## config.mk

```make
export PLATFORM = sky130hd
export DESIGN_NAME = muldiv_unit_flat
export DESIGN_NICKNAME = d
export VERILOG_FILES = /design/src/rtl/riscv_pkg.sv /design/src/rtl/muldiv_unit_if.sv /design/src/rtl/muldiv_unit.sv /design/src/flat_wrapper.sv
export SDC_FILE = /design/constraint.sdc
export NUM_CORES = 1
export LEC_CHECK = 0
export CAP_MARGIN = 5
export CORE_ASPECT_RATIO = 0.75
export CORE_MARGIN = 2
export CORE_UTILIZATION = 55
export DETAILED_ROUTE_END_ITERATION = 12
export PLACE_DENSITY_LB_ADDON = 0.3
export SLEW_MARGIN = 20
export SYNTH_ARGS = -nofsm -noshare
export SYNTH_HDL_FRONTEND = slang
export SYNTH_SLANG_ARGS = --single-unit
```

## constraint.sdc

```tcl
create_clock -name CLK -period 6.4 [get_ports CLK]
set_input_delay 0.96 -clock CLK [delete_from_list [all_inputs] [get_ports CLK]]
set_output_delay 0.96 -clock CLK [all_outputs]
set_load 0.01 [all_outputs]
```

## src/rtl/riscv_pkg.sv

```systemverilog
// Shared RV32 definitions: M-extension FUNCT3 codes, mul/div FSM states and
// datapath constants.
package riscv_pkg;

   localparam int unsigned XLEN = 32;

   localparam logic [2:0] MUL    = 3'd0;
   localparam logic [2:0] MULH   = 3'd1;
   localparam logic [2:0] MULHSU = 3'd2;
   localparam logic [2:0] MULHU  = 3'd3;
   localparam logic [2:0] DIV    = 3'd4;
   localparam logic [2:0] DIVU   = 3'd5;
   localparam logic [2:0] REM    = 3'd6;
   localparam logic [2:0] REMU   = 3'd7;

   localparam logic [XLEN-1:0] INT_MIN  = 32'h8000_0000;
   localparam logic [XLEN-1:0] ALL_ONES = 32'hFFFF_FFFF;

   typedef enum logic [1:0] {
      StIdle = 2'd0,
      StRun  = 2'd1,
      StFix  = 2'd2,
      StDone = 2'd3
   } md_state_e;

endpackage

```

## src/rtl/muldiv_unit_if.sv

```systemverilog
// Request/response bundle between the core and the iterative mul/div unit.
interface muldiv_unit_if;
   import riscv_pkg::*;

   logic            START;
   logic [2:0]      FUNCT3;
   logic [XLEN-1:0] SRC_A;
   logic [XLEN-1:0] SRC_B;
   logic            BUSY;
   logic            DONE;
   logic [XLEN-1:0] RESULT;

   modport master (
      output START, FUNCT3, SRC_A, SRC_B,
      input  BUSY, DONE, RESULT
   );

   modport slave (
      input  START, FUNCT3, SRC_A, SRC_B,
      output BUSY, DONE, RESULT
   );

endinterface

```

## src/rtl/muldiv_unit.sv

```systemverilog
// Iterative RV32M multiply/divide: 32-step shift-add / restoring shift-subtract
// on magnitudes, sign fix-up in a final cycle, single-cycle special cases.
module muldiv_unit
   import riscv_pkg::*;
(
   input  logic          CLK,
   input  logic          RST_N,
   muldiv_unit_if.slave  bus
);

   md_state_e       state_q, state_d;
   logic [2:0]      op_q, op_d;
   logic            neg_a_q, neg_a_d;
   logic            neg_b_q, neg_b_d;
   logic [XLEN-1:0] opnd_q, opnd_d;
   logic [63:0]     work_q, work_d;
   logic [4:0]      cnt_q, cnt_d;
   logic [XLEN-1:0] result_q, result_d;

   // Request decode
   logic            sign_a_f, sign_b_f, neg_a_in, neg_b_in;
   logic [XLEN-1:0] mag_a, mag_b;
   logic            div_zero, div_ovf, special;
   logic [XLEN-1:0] special_res;

   always_comb begin
      sign_a_f = (bus.FUNCT3 == MULH) || (bus.FUNCT3 == MULHSU) ||
                 (bus.FUNCT3 == DIV)  || (bus.FUNCT3 == REM);
      sign_b_f = (bus.FUNCT3 == MULH) || (bus.FUNCT3 == DIV) || (bus.FUNCT3 == REM);
      neg_a_in = sign_a_f && bus.SRC_A[XLEN-1];
      neg_b_in = sign_b_f && bus.SRC_B[XLEN-1];
      mag_a    = neg_a_in ? -bus.SRC_A : bus.SRC_A;
      mag_b    = neg_b_in ? -bus.SRC_B : bus.SRC_B;
      div_zero = bus.FUNCT3[2] && (bus.SRC_B == '0);
      div_ovf  = ((bus.FUNCT3 == DIV) || (bus.FUNCT3 == REM)) &&
                 (bus.SRC_A == INT_MIN) && (bus.SRC_B == ALL_ONES);
      special  = div_zero || div_ovf;
      if (div_zero) begin
         special_res = bus.FUNCT3[1] ? bus.SRC_A : ALL_ONES;
      end else begin
         special_res = bus.FUNCT3[1] ? '0 : INT_MIN;
      end
   end

   // Shared 33-bit adder: add multiplicand for MUL, subtract divisor for DIV.
   logic        is_div;
   logic [32:0] add_a, add_b, add_s;
   logic [63:0] step;

   always_comb begin
      is_div = op_q[2];
      add_a  = is_div ? work_q[63:31] : {1'b0, work_q[63:32]};
      if (is_div) begin
         add_b = ~{1'b0, opnd_q};
      end else begin
         add_b = work_q[0] ? {1'b0, opnd_q} : '0;
      end
      add_s = add_a + add_b + {32'b0, is_div};
      if (!is_div) begin
         step = {add_s, work_q[31:1]};
      end else if (add_s[32]) begin
         step = {work_q[62:0], 1'b0};
      end else begin
         step = {add_s[31:0], work_q[30:0], 1'b1};
      end
   end

   // Sign correction and result select
   logic [63:0]     prod;
   logic [XLEN-1:0] quo, rem, fix_res;

   always_comb begin
      prod = (neg_a_q ^ neg_b_q) ? -work_q : work_q;
      quo  = (neg_a_q ^ neg_b_q) ? -work_q[31:0] : work_q[31:0];
      rem  = neg_a_q ? -work_q[63:32] : work_q[63:32];
      unique case (op_q)
         MUL:                 fix_res = prod[31:0];
         MULH, MULHSU, MULHU: fix_res = prod[63:32];
         DIV, DIVU:           fix_res = quo;
         default:             fix_res = rem;
      endcase
   end

   always_comb begin
      state_d  = state_q;
      op_d     = op_q;
      neg_a_d  = neg_a_q;
      neg_b_d  = neg_b_q;
      opnd_d   = opnd_q;
      work_d   = work_q;
      cnt_d    = cnt_q;
      result_d = result_q;
      unique case (state_q)
         StIdle, StDone: begin
            if (bus.START) begin
               op_d    = bus.FUNCT3;
               neg_a_d = neg_a_in;
               neg_b_d = neg_b_in;
               cnt_d   = '0;
               if (special) begin
                  result_d = special_res;
                  state_d  = StDone;
               end else begin
                  // Divide iterates the dividend against the divisor; multiply
                  // shifts the multiplier out while adding the multiplicand.
                  opnd_d  = bus.FUNCT3[2] ? mag_b : mag_a;
                  work_d  = {32'b0, bus.FUNCT3[2] ? mag_a : mag_b};
                  state_d = StRun;
               end
            end else if (state_q == StDone) begin
               state_d = StIdle;
            end
         end
         StRun: begin
            work_d = step;
            cnt_d  = cnt_q + 5'd1;
            if (cnt_q == 5'd31) begin
               state_d = StFix;
            end
         end
         StFix: begin
            result_d = fix_res;
            state_d  = StDone;
         end
         default: state_d = StIdle;
      endcase
   end

   always_ff @(posedge CLK or negedge RST_N) begin
      if (!RST_N) begin
         state_q  <= StIdle;
         op_q     <= '0;
         neg_a_q  <= 1'b0;
         neg_b_q  <= 1'b0;
         opnd_q   <= '0;
         work_q   <= '0;
         cnt_q    <= '0;
         result_q <= '0;
      end else begin
         state_q  <= state_d;
         op_q     <= op_d;
         neg_a_q  <= neg_a_d;
         neg_b_q  <= neg_b_d;
         opnd_q   <= opnd_d;
         work_q   <= work_d;
         cnt_q    <= cnt_d;
         result_q <= result_d;
      end
   end

   assign bus.BUSY   = (state_q == StRun) || (state_q == StFix);
   assign bus.DONE   = (state_q == StDone);
   assign bus.RESULT = result_q;

endmodule
```

## src/flat_wrapper.sv

```systemverilog
// flat-port wrapper written by rule: the top's interface ports become plain ports
module muldiv_unit_flat import riscv_pkg::*;
  (CLK, RST_N, bus_START, bus_FUNCT3, bus_SRC_A, bus_SRC_B, bus_BUSY, bus_DONE, bus_RESULT);
  muldiv_unit_if bus_i ();
  input  logic CLK;
  input  logic RST_N;
  input wire logic [$bits(bus_i.START)-1:0] bus_START;
  input wire logic [$bits(bus_i.FUNCT3)-1:0] bus_FUNCT3;
  input wire logic [$bits(bus_i.SRC_A)-1:0] bus_SRC_A;
  input wire logic [$bits(bus_i.SRC_B)-1:0] bus_SRC_B;
  output wire logic [$bits(bus_i.BUSY)-1:0] bus_BUSY;
  output wire logic [$bits(bus_i.DONE)-1:0] bus_DONE;
  output wire logic [$bits(bus_i.RESULT)-1:0] bus_RESULT;
  assign bus_i.START = bus_START;
  assign bus_i.FUNCT3 = bus_FUNCT3;
  assign bus_i.SRC_A = bus_SRC_A;
  assign bus_i.SRC_B = bus_SRC_B;
  assign bus_BUSY = bus_i.BUSY;
  assign bus_DONE = bus_i.DONE;
  assign bus_RESULT = bus_i.RESULT;
  muldiv_unit u_core (.CLK(CLK), .RST_N(RST_N), .bus(bus_i));
endmodule
```

### Word-level counts from Yosys, hierarchy flattened

Cells that the tools add are included.
Widths: inputs -> output; s select.

| word-level totals | value |
|---|---|
| bits in registers | 140 |
| word-level logic and storage cells | 95 |

| operators by class | value |
|---|---|
| add/subtract/negate cells | 8 |
| equal/unequal tests | 20 |
| muxes and demuxes | 29 |
| bitwise logic cells | 3 |
| reduce and logical (&&, ||, !) cells | 27 |

Operators by type and width:

| operator | number |
|---|---|
| $mux 32 | 12 |
| $mux 64 | 5 |
| $neg 32->32 | 4 |
| $pmux 64 s2 | 1 |
| $pmux 32 s3 | 1 |
| $mux 33 | 2 |
| $eq 32x32->1 const B | 2 |
| $neg 64->64 | 1 |
| $pmux 32 s2 | 1 |
| $add 33x1->33 | 1 |
| $add 33x33->33 | 1 |
| $not 32->33 | 1 |
| $logic_not 32->1 | 1 |
| $eq 3x3->1 const B | 4 |
| $pmux 5 s2 | 1 |
| $eq 3x2->1 const B | 3 |
| $reduce_and 3->1 | 3 |
| $logic_or 1x1->1 | 8 |
| $mux 2 | 4 |
| $eq 3x1->1 const B | 2 |
| $pmux 2 s3 | 1 |
| $reduce_and 2->1 | 3 |
| $add 5x1->5 const B | 1 |
| $eq 5x5->1 const B | 1 |
| other kinds (14) | 23 |

### Longest topological paths before layout

Gate-level depths: netlist (run 1).

| logic depth | value |
|---|---|
| depth in word-level cells | 10 |
| gate-level depth with buffers | 20 |
| depth with buffers taken out | 16 |

### Worst setup path after synthesis (run 1)

No wires, ideal clock.

| timing | value |
|---|---|
| path kind | register -> register |
| start | register u_core.op_q[2] |
| end | register u_core.work_q[55] |
| arrival | 4.639 ns |
| required time | 6.269 ns |
| path slack | 1.630 ns |
| stages on the path, launching flop included | 20 |
| path buffers | 6 |
| cell sequence | dfrtp_1 > clkbuf_1 > clkbuf_1 > clkbuf_1 > clkbuf_1 > clkbuf_1 > o21ai_0 > fa_1 > inv_1 > fa_1 > nand2b_1 > a21oi_1 > or3_1 > a31oi_1 > a21oi_1 > nor2_2 > xor2_2 > buf_6 > mux2i_1 > o21ai_1 |

| on the way | value |
|---|---|
| word-level cells in the longest chain between the ends | 6 |
| elaborated cells on any way between the ends | 7 |

RTL lines:

| what | RTL line | text |
|---|---|---|
| from (decl) | muldiv_unit.sv:12 | `logic [2:0] op_q, op_d;` |
| from (signal assigned) | muldiv_unit.sv:141 | `op_q <= op_d;` |
| $mux 33 (on tied branches) | muldiv_unit.sv:52, muldiv_unit.sv:53 |  |
| $add 33x33->33 | muldiv_unit.sv:58 | `add_s = add_a + add_b + {32'b0, is_div};` |
| $add 33x1->33 | muldiv_unit.sv:58 |  |
| $mux 64 | muldiv_unit.sv:61 | `end else if (add_s[32]) begin` |
| $mux 64 (*) | muldiv_unit.sv:59 | `if (!is_div) begin` |
| $pmux 64 s2 (*) | muldiv_unit.sv:93 | `unique case (state_q)` |
| to (signal assigned) | muldiv_unit.sv:145 | `work_q <= work_d;` |
| to (decl) | muldiv_unit.sv:16 | `logic [63:0] work_q, work_d;` |

Every way passes the cells marked *; elsewhere a longest branch is shown, timed or not.
A chain may end at the register's enable or synchronous reset.

### Worst setup path in the final report (run 1)

| timing | value |
|---|---|
| start | register u_core.op_q[2] |
| end | register u_core.work_q[61] |

The elaborated chain is that of the path after synthesis.

==> qor.csv, run 1 <==
stage,metric,value,unit
grt,largest net degree at the start of global routing,90,
yosys,"Async S/R FF share, synth",100,%
worst_hold_path,hold path endpoint,u_core.bus.RESULT[12]$_DFFE_PN0P_,
floorplanning,die width,187,µm
placed_design,RePlAce Congestion,1.02,
clocking,Post-CTS Setup Inserts,0,
clocking,clk slew on worst S/H paths,70,ps
placed_design,Place WS,1550,ps
floorplanning,FP Rows,50,
status,status,finished clean,
floorplanning,Core Box Area,0.0249,mm²
power,Seq pwr share,20.0,%
yosys,top-count cell post-synth,o21ai_0,
worst_hold_path,hold crit path type,flop to flop,
clocking,CTS Buf Count,17,
floorplanning,Initial Utilization,55.7,%
critical_path,reg2reg start,u_core.op_q[2]$_DFFE_PN0P_,
timing,Worst Clk Skew,10.2,ps
drt,wire per inst,23.5,µm
cells_and_area,area grow syn2layout,12.1,%
power,total power,9.12,mW
power,NetSw,4.88,mW
timing,Final setup viols,0,
critical_path,family with the most delay on the worst path,simple AND/OR/NAND/NOR gates,
clocking,Skew-Pair Late Insertion Delay,440,ps
critical_path,CP max FO,32,
clocking,CTS tree,done,
yosys,Ys Warns,0,
timing,RSZ-0062 raised after global routing,false,
yosys,Netlist cell types,81,
clocking,# clock sinks,140,
timing,"Slew Viols, Final",0,
drt,detail-routed via count per cell,6.67,
worst_hold_path,Hold Crit Start,u_core.bus.RESULT[12]$_DFFE_PN0P_,
yosys,share of the synthesized area in the top cell type,25.2,%
yosys,synthesized net count,1964,
power,Pint,4.24,mW
grt,GRT Resource Usage Total,38.3,%
drt,drt drc,0,
grt,first-pass GRT wire length,78400,µm
placed_design,I/O Buffers,103,
timing,Slew headroom,22.3,%
yosys,largest area contributor in the netlist,dfrtp_1,
floorplanning,Die Y,142,µm
critical_path,Worst Path Required,6700,ps
yosys,"top cells by count, synth","197 x o21ai_0, 190 x nor2_1, 184 x nand2_1",
power,Switching Fraction,53.5,%
critical_path,Arrival @ worst endpoint,5070,ps
drt,drt first-iter violations,2123,
critical_path,CP bufs+invs,4,
floorplanning,I/O pins,104,
cells_and_area,final net count,1960,
floorplanning,DIE AREA,0.0265,mm²
yosys,Post-synth EDFFs,0,
critical_path,Worst Setup Start Kind,flop,
yosys,top post-synthesis cells by area,"dfrtp_1 25%, o21ai_0 7.1%, a21oi_1 6.3%",
power,LEAKAGE,6.01,nW
critical_path,crit path cell chain,buf_4 > nor2_2 > buf_4 > nand2_1 > o21ai_0 > fa_1 > inv_1 > fa_1 > nand2b_1 > a21oi_1 > or3_1 > a31oi_1 > a21oi_1 > nor2_2 > xor2_2 > buf_4 > mux2i_1 > o221ai_1,
drt,drt pass-1 iters,6,
power,Gate power share,68.2,%
run,max cap viols,0,
critical_path,critical path capture point type,flop,
power,Power Dens Cells,586,mW/mm²
critical_path,slowest CP cell,fa_1,
grt,global route total overflow,0,
yosys,Post-Syn Area,0.0139,mm²
timing,Max Clock Freq,210,MHz
cells_and_area,layout cells sized above 1,8.02,%
drt,Post-Route WL,51600,µm
critical_path,R2R cell count,18,
timing,Slew @ Worst Pin,1170,ps
timing,min Tclk post-route,4770,ps
critical_path,Critical R2R Capture,u_core.work_q[61]$_DFFE_PN0P_,
yosys,Seq cells post-synth,140,
clocking,H-tree depth,4,
drt,via count,14700,
grt,initial antenna violation count,1,
clocking,post-cts resize count,0,
clocking,clk buf depth,2,
placed_design,post-DP HPWL,39100,µm
timing,period utilisation layout,74.5,%
clocking,Hold Buf Count CTS,0,
drt,Post-DRT Antenna Nets,0,
critical_path,CP peak stage delay,510,ps
timing,endpoints failing hold,0,
grt,number of global-route vias before repair,13100,
critical_path,Crit path top cell by count,buf_4,
critical_path,Setup CP Type,flop to flop,
worst_hold_path,Hold Crit Depth,2,
yosys,"Avg Cell Area, Syn",7.50,µm²
yosys,Main synth FF type,dfrtp_1,
critical_path,R2R Setup Slk,1630,ps
power,clock share of power,11.7,%
yosys,Mapped Cells,1850,
clocking,root cell of the clock tree,clkbuf_16,
yosys,register area share after synthesis,25.2,%
power,Peak VDD IR,0.351,mV
cells_and_area,antenna cells,0,
timing,final setup margin,1630,ps
timing,setup TNS,0,ps
==> worst max path at each step <==
stage,cells after the start,startpoint,endpoint,slack [ps]
floorplan,19,u_core.op_q[2]$_DFFE_PN0P_,u_core.work_q[55]$_DFFE_PN0P_,1630
global placement,10,bus_SRC_A[31],u_core.bus.RESULT[31]$_DFFE_PN0P_,1670
detailed placement,11,bus_SRC_B[0],u_core.work_q[40]$_DFFE_PN0P_,1550
CTS,18,u_core.op_q[2]$_DFFE_PN0P_,u_core.work_q[61]$_DFFE_PN0P_,1740
global route,18,u_core.op_q[2]$_DFFE_PN0P_,u_core.work_q[63]$_DFFE_PN0P_,1410
finish,18,u_core.op_q[2]$_DFFE_PN0P_,u_core.work_q[61]$_DFFE_PN0P_,1630
==> logic make-up (layout without fill, tap and decap cells) <==
logic type               count (synthesis)  count (layout)  share of synthesized area (%)
AO/OA/AOI/OAI                          633             633                           27.8
AND/OR/NAND/NOR                        580             580                           19.5
buffers and inverters                  194             203                           5.63
XOR/XNOR                               166             166                           10.6
flip-flops                             140             140                           25.2
multiplexers                            93              93                           7.21
adder cells (fa/ha/maj)                 44              44                           4.07
==> sequential cells by signal, indices dropped and copies added, names as in the netlist <==
register	flops
u_core.bus.RESULT	32
u_core.op_q	3
u_core.neg_a_q	1
u_core.neg_b_q	1
u_core.opnd_q	32
u_core.cnt_q	5
u_core.work_q	64
u_core.state_q	2
==> worst reg2reg max path, delay by kind of cell (launching register included) <==
family | cells | cell delay [ps]
simple gates | 5 | 1110
compound gates | 5 | 1020
buf+inv | 4 | 960
fa+ha+maj | 2 | 730
flops | 1 | 360
mux | 1 | 260
xor+xnor | 1 | 210
==> per-layer routing <==
| layer | track usage [%] | wire length (µm) | part of all wire (%) | vias up |
|---|---|---|---|---|
| li1 | - | - | - | 6686 |
| met2 | 53.6 | 20700 | 40 | 910 |
| met3 | 12.2 | 6740 | 13 | 108 |
| met1 | 55.7 | 22500 | 44 | 6952 |
| met4 | 12.5 | 1660 | 3.2 | 4 |
| met5 | 0 | 28 | 0.054 | - |
==> cell usage in the layout (no fill, tap or decap), types with 12 or more instances in the layout <==
| cell | synthesis | layout |
|---|---|---|
| o21ai_0 | 197 | 196 |
| nor2_1 | 190 | 188 |
| nand2_1 | 184 | 184 |
| a21oi_1 | 175 | 175 |
| dfrtp_1 | 140 | 139 |
| clkdlybuf4s50_1 | 0 | 101 |
| xnor2_1 | 93 | 92 |
| xor2_1 | 71 | 70 |
| mux2_2 | 56 | 56 |
| inv_1 | 42 | 42 |
| ha_1 | 42 | 41 |
| a31oi_1 | 37 | 37 |
| mux2i_1 | 37 | 37 |
| nor3_1 | 35 | 35 |
| a22oi_1 | 32 | 32 |
| o31ai_1 | 28 | 28 |
| nor4_1 | 26 | 26 |
| a211oi_1 | 26 | 26 |
| buf_4 | 0 | 25 |
| nand3_1 | 22 | 22 |
| o21ai_1 | 21 | 21 |
| nand2b_1 | 19 | 19 |
| or3_1 | 19 | 19 |
| or4_1 | 18 | 18 |
| clkbuf_16 | 0 | 17 |
| nand4_1 | 15 | 15 |
| o221ai_1 | 14 | 14 |
| o22ai_1 | 13 | 13 |
| o21a_1 | 12 | 12 |
==> per-stage QoR <==
step	hold slack [ps]	util, %	cells	area, µm²
after global placement	468	60.0	2165	14900
after global routing	527	62.5	2197	15600
after CTS	491	62.5	2197	15600
after floorplan	466	-	1850	13900
final	496	62.5	2197	15600
after detailed placement	476	60.0	2165	14900
==> area by class of cell <==
class,count,area (µm²)
Clock buffer,19,433
Clock inverter,13,179
Fill cell,2237,9340
Inverter,43,161
Multi-Input combinational cell,1516,9620
Sequential cell,140,3500
Tap cell,338,423
Timing Repair Buffer,128,1230
==> power groups by stage <==
stage / clock network (mW) / registers [mW] / logic, mW
after CTS: 1.07 / 1.79 / 6.02
final: 1.07 / 1.83 / 6.22
after floorplan: 0 / 1.56 / 4.41
after global routing: 1.11 / 1.87 / 6.69
after detailed placement: 0 / 1.81 / 5.98
after global placement: 0 / 1.79 / 5.87
No activity file was read; power rests on OpenSTA's default activity.
==> run 2: changes to the inputs <==
==> constraint.sdc (replaced) <==
create_clock -name CLK -period 4.3 [get_ports CLK]
set_input_delay 0.645 -clock CLK [delete_from_list [all_inputs] [get_ports CLK]]
set_output_delay 0.645 -clock CLK [all_outputs]
set_load 0.01 [all_outputs]
==> qor.csv, run 2 (synthesis gave the netlist of run 1 again) <==
stage,metric,value,unit,change
critical_path,critical path capture point type,flop,,
drt,wire per inst,23.6,µm,+0.30%
clocking,root cell of the clock tree,clkbuf_16,,
power,total power,14.1,mW,+54%
critical_path,R2R Setup Slk,250,ps,-1380 ps
critical_path,Worst Path Required,4620,ps,-2080 ps
drt,Post-Route WL,53200,µm,+2.9%
power,Power Dens Cells,876,mW/mm²,+49%
clocking,post-cts resize count,0,,unchanged
status,status,finished clean,,
floorplanning,die width,187,µm,unchanged
clocking,H-tree depth,4,,unchanged
placed_design,placed cell area,0.0155,mm²,+3.6%
cells_and_area,# fillers,2222,,-0.67%
power,Seq pwr share,19.5,%,-0.5 points
placed_design,I/O Buffers,103,,unchanged
floorplanning,Initial Utilization,55.7,%,unchanged
timing,Slew @ Worst Pin,1010,ps,-153 ps
timing,Slew headroom,32.6,%,+10 points
run,max cap viols,0,,unchanged
critical_path,crit path cell chain,inv_1 > buf_4 > buf_4 > o21ai_0 > ha_1 > nand3_1 > nor4_2 > a22o_1 > a31oi_1 > a21oi_1 > nor2_4 > buf_4 > xnor2_2 > buf_12 > nor3b_1 > o31ai_1,,
grt,global route total overflow,0,,unchanged
timing,min Tclk post-route,4050,ps,-721 ps
power,Peak VDD IR,0.427,mV,+22%
critical_path,CP bufs+invs,5,,+1
cells_and_area,footprint of the multi-input gates,0.00964,mm²,+0.18%
timing,"Slew Viols, Final",0,,unchanged
power,Switching Fraction,52.8,%,-0.69 points
cells_and_area,"commonest non-fill, non-tap cell in the layout",o21ai_0,,
placed_design,RePlAce Congestion,1.04,,+2.7%
placed_design,post-DP HPWL,41100,µm,+5.2%
grt,number of global-route vias before repair,13600,,+3.7%
cells_and_area,most frequent cells in the layout,"194 x o21ai_0, 189 x nor2_1, 184 x nand2_1",,
critical_path,Worst Setup Start Kind,flop,,
cells_and_area,layout cells sized above 1,10.9,%,+2.8 points
grt,largest net degree at the start of global routing,122,,+36%
clocking,Hold Buf Count CTS,0,,unchanged
clocking,clk buf depth,2,,unchanged
cells_and_area,antenna cells,0,,unchanged
critical_path,R2R cell count,16,,-2
floorplanning,I/O pins,104,,unchanged
critical_path,reg2reg start,u_core.op_q[2]$_DFFE_PN0P_,,
cells_and_area,Reg area,0.00350,mm²,unchanged
grt,initial antenna violation count,0,,-1
power,NetSw,7.43,mW,+52%
timing,period utilisation layout,94.1,%,+20 points
drt,detail-routed via count per cell,6.69,,+0.25%
clocking,Post-CTS Setup Inserts,0,,unchanged
critical_path,Arrival @ worst endpoint,4370,ps,-700 ps
critical_path,CP peak stage delay,570,ps,+60 ps
grt,GRT Resource Usage Total,40.0,%,+1.7 points
timing,Worst Clk Skew,12.1,ps,+1.81 ps
cells_and_area,area grow syn2layout,15.9,%,
cells_and_area,Largest Register,u_core.work_q,,
critical_path,CP max FO,19,,-41%
clocking,clk slew on worst S/H paths,70,ps,about the same
clocking,Skew-Pair Late Insertion Delay,440,ps,about the same
power,Pint,6.65,mW,+57%
clocking,# clock sinks,140,,unchanged
floorplanning,DIE AREA,0.0265,mm²,unchanged
clocking,CTS tree,done,,
critical_path,Setup CP Type,flop to flop,,
drt,drt drc,0,,unchanged
critical_path,slowest CP cell,o21ai_0,,
drt,drt pass-1 iters,8,,+2
cells_and_area,final net count,2019,,+3.0%
floorplanning,FP Rows,50,,unchanged
drt,via count,15100,,+2.9%
floorplanning,Core Box Area,0.0249,mm²,unchanged
cells_and_area,max FFs per register,64,,unchanged
timing,Final setup viols,0,,unchanged
power,Gate power share,69.3,%,+1.1 points
timing,RSZ-0062 raised after global routing,false,,
floorplanning,Die Y,142,µm,unchanged
power,clock share of power,11.2,%,-0.5 points
critical_path,Critical R2R Capture,u_core.work_q[50]$_DFFE_PN0P_,,
power,LEAKAGE,6.35,nW,+5.6%
drt,Post-DRT Antenna Nets,0,,unchanged
timing,setup TNS,0,ps,unchanged
critical_path,Crit path top cell by count,buf_4,,
clocking,CTS Buf Count,17,,unchanged
worst_hold_path,hold crit path type,input port to async pin,,
critical_path,family with the most delay on the worst path,compound AO/OA/AOI/OAI gates,,
grt,first-pass GRT wire length,81200,µm,+3.5%
cells_and_area,design area,0.0161,mm²,+3.4%
drt,drt first-iter violations,2012,,-5.2%
timing,endpoints failing hold,0,,unchanged
timing,Max Clock Freq,247,MHz,+18%
[run 2: changes by cell type in the layout (fill, tap and decap cells not counted), sizes merged]
cell | before | now
clkinvlp | 3 | 0
buf | 27 | 86
clkinv | 3 | 8
clkbuf | 19 | 18
inv | 47 | 45
[run 2: how the worst max path moves through the flow]
stage               slack [ps]                        from  cells past startpoint                             to
finish                     250  u_core.op_q[2]$_DFFE_PN0P_                     16  u_core.work_q[50]$_DFFE_PN0P_
global route                10  u_core.op_q[2]$_DFFE_PN0P_                     16  u_core.work_q[50]$_DFFE_PN0P_
CTS                        250  u_core.op_q[2]$_DFFE_PN0P_                     16  u_core.work_q[50]$_DFFE_PN0P_
detailed placement         170               bus_SRC_A[21]                     11  u_core.work_q[41]$_DFFE_PN0P_
global placement           210               bus_SRC_A[21]                     11  u_core.work_q[41]$_DFFE_PN0P_
floorplan                    4  u_core.op_q[2]$_DFFE_PN0P_                     19  u_core.work_q[55]$_DFFE_PN0P_
[run 2: stage by stage]
| stage | worst slack, ps | hold WS, ps | util, % | instances |
|---|---|---|---|---|
| after floorplan | 4.21 | 349 | - | 1850 |
| after global routing | 10.9 | 433 | 64.6 | 2255 |
| after detailed placement | 169 | 471 | 62.1 | 2224 |
| after CTS | 254 | 384 | 64.6 | 2255 |
| final | 252 | 349 | 64.6 | 2255 |
| after global placement | 211 | 462 | 62.1 | 2224 |
[run 2: worst reg2reg max path: cells and delay by family (launching register included)]
family	cells	cell delay, ps
AOI/OAI and AO/OA	5	1410
buffers and inverters	5	830
and+or+nand+nor	4	660
DFF	1	480
adders and majority gates	1	410
xor gates and xnor gates	1	130
[run 2: power by group through the flow]
stage               Sequential, mW  Clock [mW]  Combinational, mW
floorplan                     2.33           0               6.58
global placement              2.67           0               9.20
detailed placement            2.71           0               9.36
CTS                           2.69        1.58               9.43
global route                  2.79        1.63               10.5
finish                        2.75        1.58               9.76
[run 2: routing by layer]
metal / share of wire (%) / global-route usage (%)
met3: 14 / 11.1
met5: 0 / 0
met1: 43 / 59.1
met4: 3.8 / 15.7
met2: 39 / 54.9
[run 2: layout make-up]
type | instances | area share (%)
flip-flops and latches | 140 | 21.8
clock inverters | 13 | 1.03
repair buffers | 187 | 10.9
multi-input cells | 1516 | 60.0
clock buffers | 18 | 2.73
well taps | 338 | 2.63
inverters | 43 | 1.00
